<file path="src/rtl/risc_exec_ctrl.sv">
// Multi-cycle control FSM for the RISC datapath: FETCH/DECODE/EXEC/MEM/WB with HALT.
// Optional retired/stall performance counters are enabled by defining RISC_PERF_CNT_EN.
module risc_exec_ctrl #(
    parameter int FUNC_W = 6,
    parameter int OP_W   = 6
) (
    input  logic              clk,
    input  logic              rst,
    input  logic              run,
    input  logic [OP_W-1:0]   opcode,
    input  logic [FUNC_W-1:0] funct,
    input  logic              mem_ready,
    input  logic              alu_zero,
    output logic [1:0]        alu_src_sel,
    output logic [FUNC_W-1:0] alu_func,
    output logic              ir_write,
    output logic              pc_inc,
    output logic              pc_branch,
    output logic              mem_read,
    output logic              mem_write,
    output logic              reg_write,
    output logic              reg_dst_rd,
    output logic              mem_to_reg,
    output logic              halted,
    output logic              illegal,
    output logic              instr_done
`ifdef RISC_PERF_CNT_EN
    ,
    output logic [31:0]       retired_cnt,
    output logic [31:0]       stall_cnt
`endif
);

    typedef enum logic [2:0] {S_IDLE, S_FETCH, S_DECODE, S_EXEC, S_MEM, S_WB, S_HALT} state_t;
    typedef enum logic [2:0] {C_R, C_IALU, C_LW, C_SW, C_BEQ, C_HALT, C_ILL} cls_t;

    localparam logic [OP_W-1:0]   OP_R    = OP_W'(6'b000000);
    localparam logic [OP_W-1:0]   OP_ADDI = OP_W'(6'b001000);
    localparam logic [OP_W-1:0]   OP_SLTI = OP_W'(6'b001010);
    localparam logic [OP_W-1:0]   OP_ANDI = OP_W'(6'b001100);
    localparam logic [OP_W-1:0]   OP_ORI  = OP_W'(6'b001101);
    localparam logic [OP_W-1:0]   OP_XORI = OP_W'(6'b001110);
    localparam logic [OP_W-1:0]   OP_LW   = OP_W'(6'b100011);
    localparam logic [OP_W-1:0]   OP_SW   = OP_W'(6'b101011);
    localparam logic [OP_W-1:0]   OP_BEQ  = OP_W'(6'b000100);
    localparam logic [OP_W-1:0]   OP_HALT = OP_W'(6'b111111);

    localparam logic [FUNC_W-1:0] F_SLL = FUNC_W'(6'b000000);
    localparam logic [FUNC_W-1:0] F_SRL = FUNC_W'(6'b000010);
    localparam logic [FUNC_W-1:0] F_SRA = FUNC_W'(6'b000011);
    localparam logic [FUNC_W-1:0] F_ADD = FUNC_W'(6'b100000);
    localparam logic [FUNC_W-1:0] F_SUB = FUNC_W'(6'b100010);
    localparam logic [FUNC_W-1:0] F_AND = FUNC_W'(6'b100100);
    localparam logic [FUNC_W-1:0] F_OR  = FUNC_W'(6'b100101);
    localparam logic [FUNC_W-1:0] F_XOR = FUNC_W'(6'b100110);
    localparam logic [FUNC_W-1:0] F_SLT = FUNC_W'(6'b101010);

    localparam logic [1:0] SEL_RT = 2'b00, SEL_SHAMT = 2'b01, SEL_IMM = 2'b10;

    state_t            state, state_nx;
    cls_t              cls_q, dec_cls;
    logic [OP_W-1:0]   op_q;
    logic [FUNC_W-1:0] fn_q, dec_func;
    logic [1:0]        dec_sel;
    logic              halt_entry;

    always_comb begin
        dec_cls  = C_ILL;
        dec_sel  = SEL_RT;
        dec_func = '0;
        case (op_q)
            OP_R: begin
                dec_cls  = C_R;
                dec_func = fn_q;
                dec_sel  = (fn_q == F_SLL || fn_q == F_SRL || fn_q == F_SRA) ? SEL_SHAMT : SEL_RT;
            end
            OP_ADDI: begin dec_cls = C_IALU; dec_sel = SEL_IMM; dec_func = F_ADD; end
            OP_SLTI: begin dec_cls = C_IALU; dec_sel = SEL_IMM; dec_func = F_SLT; end
            OP_ANDI: begin dec_cls = C_IALU; dec_sel = SEL_IMM; dec_func = F_AND; end
            OP_ORI:  begin dec_cls = C_IALU; dec_sel = SEL_IMM; dec_func = F_OR;  end
            OP_XORI: begin dec_cls = C_IALU; dec_sel = SEL_IMM; dec_func = F_XOR; end
            OP_LW:   begin dec_cls = C_LW;   dec_sel = SEL_IMM; dec_func = F_ADD; end
            OP_SW:   begin dec_cls = C_SW;   dec_sel = SEL_IMM; dec_func = F_ADD; end
            OP_BEQ:  begin dec_cls = C_BEQ;  dec_sel = SEL_RT;  dec_func = F_SUB; end
            OP_HALT: dec_cls = C_HALT;
            default: dec_cls = C_ILL;
        endcase
    end

    always_ff @(posedge clk) begin
        if (rst) state <= S_IDLE;
        else     state <= state_nx;
    end

    always_comb begin
        state_nx = state;
        case (state)
            S_IDLE:   state_nx = run ? S_FETCH : S_IDLE;
            S_FETCH:  state_nx = mem_ready ? S_DECODE : S_FETCH;
            S_DECODE: begin
                if (dec_cls == C_HALT)     state_nx = S_HALT;
                else if (dec_cls == C_ILL) state_nx = run ? S_FETCH : S_IDLE;
                else                       state_nx = S_EXEC;
            end
            S_EXEC: begin
                if (cls_q == C_BEQ)                         state_nx = run ? S_FETCH : S_IDLE;
                else if (cls_q == C_LW || cls_q == C_SW)    state_nx = S_MEM;
                else                                        state_nx = S_WB;
            end
            S_MEM: begin
                if (mem_ready) state_nx = (cls_q == C_LW) ? S_WB : (run ? S_FETCH : S_IDLE);
            end
            S_WB:     state_nx = run ? S_FETCH : S_IDLE;
            S_HALT:   state_nx = S_HALT;
            default:  state_nx = S_IDLE;
        endcase
    end

    always_comb begin
        ir_write   = 1'b0;
        pc_inc     = 1'b0;
        pc_branch  = 1'b0;
        mem_read   = 1'b0;
        mem_write  = 1'b0;
        reg_write  = 1'b0;
        reg_dst_rd = 1'b0;
        mem_to_reg = 1'b0;
        halted     = 1'b0;
        instr_done = 1'b0;
        case (state)
            S_FETCH: begin
                mem_read = 1'b1;
                ir_write = mem_ready;
                pc_inc   = mem_ready;
            end
            S_DECODE: instr_done = (dec_cls == C_ILL);
            S_EXEC: begin
                pc_branch  = (cls_q == C_BEQ) & alu_zero;
                instr_done = (cls_q == C_BEQ);
            end
            S_MEM: begin
                mem_read   = (cls_q == C_LW);
                mem_write  = (cls_q == C_SW);
                instr_done = (cls_q == C_SW) & mem_ready;
            end
            S_WB: begin
                reg_write  = 1'b1;
                reg_dst_rd = (cls_q == C_R);
                mem_to_reg = (cls_q == C_LW);
                instr_done = 1'b1;
            end
            S_HALT: begin
                halted     = 1'b1;
                instr_done = halt_entry;
            end
            default: ;
        endcase
    end

    // Operand select and function code are captured at the end of DECODE and
    // cleared on any return to FETCH/IDLE so the fetch cycle always sees 00/0.
    always_ff @(posedge clk) begin
        if (rst) begin
            op_q        <= '0;
            fn_q        <= '0;
            cls_q       <= C_ILL;
            alu_src_sel <= '0;
            alu_func    <= '0;
            illegal     <= 1'b0;
            halt_entry  <= 1'b0;
        end else begin
            if (state == S_FETCH && mem_ready) begin
                op_q <= opcode;
                fn_q <= funct;
            end
            if (state == S_DECODE) begin
                cls_q       <= dec_cls;
                alu_src_sel <= dec_sel;
                alu_func    <= dec_func;
            end else if (state_nx == S_FETCH || state_nx == S_IDLE) begin
                alu_src_sel <= '0;
                alu_func    <= '0;
            end
            if (state == S_DECODE && dec_cls == C_ILL) illegal <= 1'b1;
            halt_entry <= (state == S_DECODE) && (dec_cls == C_HALT);
        end
    end

`ifdef RISC_PERF_CNT_EN
    always_ff @(posedge clk) begin
        if (rst) begin
            retired_cnt <= '0;
            stall_cnt   <= '0;
        end else begin
            if (instr_done) retired_cnt <= retired_cnt + 32'd1;
            if ((state == S_FETCH || state == S_MEM) && !mem_ready) stall_cnt <= stall_cnt + 32'd1;
        end
    end
`endif

endmodule

</file>
<file path="config.mk">
export PLATFORM = sky130hd
export DESIGN_NAME = risc_exec_ctrl
export DESIGN_NICKNAME = d
export VERILOG_FILES = /design/src/rtl/risc_exec_ctrl.sv
export SDC_FILE = /design/constraint.sdc
export NUM_CORES = 1
export LEC_CHECK = 0
export ABC_AREA = 1
export BUFFER_PORTS_ARGS = -buffer_cell sky130_fd_sc_hd__buf_2
export CELL_PAD_IN_SITES_DETAIL_PLACEMENT = 2
export CELL_PAD_IN_SITES_GLOBAL_PLACEMENT = 2
export CORE_UTILIZATION = 25
export CTS_CLUSTER_DIAMETER = 60
export DETAILED_ROUTE_END_ITERATION = 10
export GPL_TIMING_DRIVEN = 0
export HOLD_SLACK_MARGIN = 0.08
export PLACE_DENSITY = 0.82
export SYNTH_ARGS = -nofsm -noshare
export SYNTH_HDL_FRONTEND = slang
export SYNTH_SLANG_ARGS = --single-unit
</file>
<file path="constraint.sdc">
create_clock -name clk -period 1.26 [get_ports clk]
set_input_delay 0.126 -clock clk [delete_from_list [all_inputs] [get_ports clk]]
set_output_delay 0.126 -clock clk [all_outputs]
set_load 0.02 [all_outputs]
</file>
==> impl_metrics.env <==
export IMPL_status="complete, but fails checks"
export IMPL_violations="negative setup slack"
export IMPL_yosysWarningCount=0
export IMPL_numCtsBuffers=3
export IMPL_core_mm2=0.00551
export IMPL_netlist_area_leader_share_pct=39.0
export IMPL_timing_rr_start="op_q[1]"
export IMPL_synthCells=204
export IMPL_clock_sinks=28
export IMPL_multi_input_comb_area_mm2=0.00105
export IMPL_dp_hpwl_um=3640
export IMPL_grt_ovfl_total=0
export IMPL_die_h_um=77.8
export IMPL_drc=0
export IMPL_hold_path_class="primary input to register"
export IMPL_firstDrtPassIters=2
export IMPL_synth_edf_count=0
export IMPL_finalSetupTns_ns=-7.48
export IMPL_grt_max_degree=16
export IMPL_p_leak_nw=0.951
export IMPL_setup_violations=34
export IMPL_async_flop_share_pct=0
export IMPL_finalClockSkew_ns=0.00368
export IMPL_io_pins=36
export IMPL_ff2ff_path_depth=11
export IMPL_die_area_mm2=0.00605
export IMPL_ys_ff_latch=28
export IMPL_synth_largest_area_cell="dfxtp_1"
export IMPL_maxCapViolations=0
export IMPL_synth_top_flop_cell="dfxtp_1"
export IMPL_cts_buffer_depth=2
export IMPL_clock_fmax_ghz=0.603
export IMPL_total_power_mw=2.32
export IMPL_crit_path_end_kind="output port"
export IMPL_regArea_um2=593
export IMPL_grt_setup_unrepaired="true"
export IMPL_ys_seq_area_share_pct=39.0
export IMPL_hold_end="fn_q[4]"
export IMPL_grt_pass1_vias=1745
export IMPL_post_dp_cell_area_mm2=0.00178
export IMPL_clk_pin_slew_ns=0.10
export IMPL_start_util_pct=26.1
export IMPL_synth_nets=221
export IMPL_maxSlewHeadroom_pct=55.0
export IMPL_r2r_slack_ns=-0.37
export IMPL_port_buffers=34
export IMPL_slew_violations=0
export IMPL_first_iter_violations=31
export IMPL_routedWlPerCell_um=16.5
export IMPL_syn_area_per_cell_um2=7.04
export IMPL_fp_dieW_um=77.8
export IMPL_hold_viol=0
export IMPL_r2r_end="alu_func[1]"
export IMPL_power_density_mw_per_mm2=964
export IMPL_place_congestion=0.828
export IMPL_worstPathMaxFanout=5
export IMPL_worstSkewPairLatency_ns=0.28
export IMPL_wl_um=5480
export IMPL_hold_start="funct[4]"
export IMPL_arrival_ns=1.53
export IMPL_viasPerCell=4.86
export IMPL_cts_root_buf="clkbuf_8"
export IMPL_syn_area_mm2=0.00144
export IMPL_worst_slew_pin_slew_ns=0.675
export IMPL_syn2layout_area_growth_pct=67.9
export IMPL_fp_row_count=27
export IMPL_start_kind="register"
export IMPL_crit_type="register to output port"
export IMPL_synth_most_common_cell="dfxtp_1"
export IMPL_vias=1620
export IMPL_ant_nets=0
export IMPL_cts_tree="built"
export IMPL_diodes=0
export IMPL_period_minus_slack_ns=1.66
export IMPL_synth_common_cells="28 x dfxtp_1, 26 x inv_1, 26 x nand2_1"
export IMPL_nFillCells=604
export IMPL_synth_area_leaders="dfxtp_1 39%, a21oi_1 8.7%, o21ai_0 7.3%"
export IMPL_htreeDepth=1
export IMPL_setup_ws_ns=-0.399
export IMPL_grtUsageTotal_pct=17.4
export IMPL_layout_nets=279
export IMPL_antenna_found_initial=0
export IMPL_grt_pass1_wl_um=8330
export IMPL_whs_path_depth=3
export IMPL_peakVddDrop_v=0.000652
export IMPL_crit_required_ns=1.13
export IMPL_drive_gt1_share_pct=60.5
export IMPL_synth_cell_type_count=25
export IMPL_stdcell_area_mm2=0.00241
export IMPL_period_share_pct=132
per-layer routing:
metal | vias to the layer above | wire [um] | part of all wire, % | track usage (%)
met4 | 0 | 57 | 1.0 | 4.91
met3 | 6 | 118 | 2.2 | 2.35
met5 | - | 0 | 0 | 0
met1 | 790 | 2110 | 39 | 18.5
li1 | 794 | - | - | -
met2 | 30 | 3190 | 58 | 34.8
worst max-delay path by stage:
stage	to	slack, ns	start	cells past startpoint
detailed placement	instr_done	-0.40	state[1]	6
global placement	instr_done	-0.40	state[1]	6
finish	instr_done	-0.40	state[2]	7
global route	instr_done	-0.51	state[0]	8
CTS	instr_done	-0.36	op_q[4]	7
floorplan	instr_done	-0.12	state[2]	6
cell usage in the layout, fill, tap and decap left out, types with 4 or more instances in the layout:
master / synthesis / routed
dfxtp_4: 0 / 7
o21ai_2: 0 / 6
buf_4: 1 / 15
a21oi_2: 0 / 11
nand2_1: 26 / 18
nand3_2: 4 / 13
nor2_1: 20 / 6
inv_2: 1 / 6
o211ai_1: 4 / 4
dfxtp_2: 0 / 5
nor2_2: 6 / 6
dfxtp_1: 28 / 16
o21ai_1: 0 / 4
inv_1: 26 / 16
o21ai_0: 21 / 8
clkbuf_8: 0 / 4
buf_6: 0 / 9
nor2_4: 2 / 16
a21oi_1: 25 / 14
buf_2: 3 / 27
nand2_2: 4 / 9
worst max-delay path: stages, from the launching register on:
cell	delay [ns]
dfxtp_2	0.42
nand2_2	0.12
nor2_4	0.11
inv_2	0.08
nor4_4	0.17
a22oi_1	0.11
nand4_1	0.10
buf_4	0.15
cells by family after synthesis:
family | after synthesis | share of synthesized area [%]
flip-flops | 28 | 39.0
AND/OR/NAND/NOR | 86 | 30.7
buffers and inverters | 36 | 9.93
AO/OA/AOI/OAI | 54 | 20.3
power breakdown:
group | leakage [nW] | total, mW | internal (mW) | switching, mW
logic | 0.689 | 0.744 | 0.320 | 0.424
clock network | 0.0288 | 0.576 | 0.281 | 0.296
registers | 0.233 | 1.00 | 0.934 | 0.0697
total | 0.951 | 2.32 | 1.54 | 0.789
state kept, by name (all words and copies together), names as in the netlist:
| signal | count |
|---|---|
| alu_func | 6 |
| alu_src_sel | 2 |
| cls_q | 3 |
| fn_q | 6 |
| halt_entry | 1 |
| illegal | 1 |
| op_q | 6 |
| state | 3 |
area by class of cell:
cell class	count	share of cell area, %
multi-input cells	140	43.7
flip-flops and latches	28	24.6
repair buffers	53	17.3
inverters	28	5.34
well taps	72	3.73
plain buffers	8	3.06
clock buffers	4	2.28
what timing repair did:
item / CTS / global route
setup endpoints to repair: 38 / 38
resized for setup: 50 / 80
pin swaps: 14 / 13
hold buffers: 1 / 0
endpoints found under the hold margin: 1 / 0
gates cloned: 0 / 2
setup buffers: 10 / 6
through the flow:
step	util [%]	instances	worst slack (ns)	hold WS [ns]
finish	43.8	333	-0.399	0.0880
global route	43.8	333	-0.507	0.116
CTS	37.5	325	-0.363	0.0832
detailed placement	32.3	310	-0.398	0.362
global placement	32.3	310	-0.401	0.347
floorplan	-	204	-0.122	0.261
No activity file was read; power rests on OpenSTA's default activity.
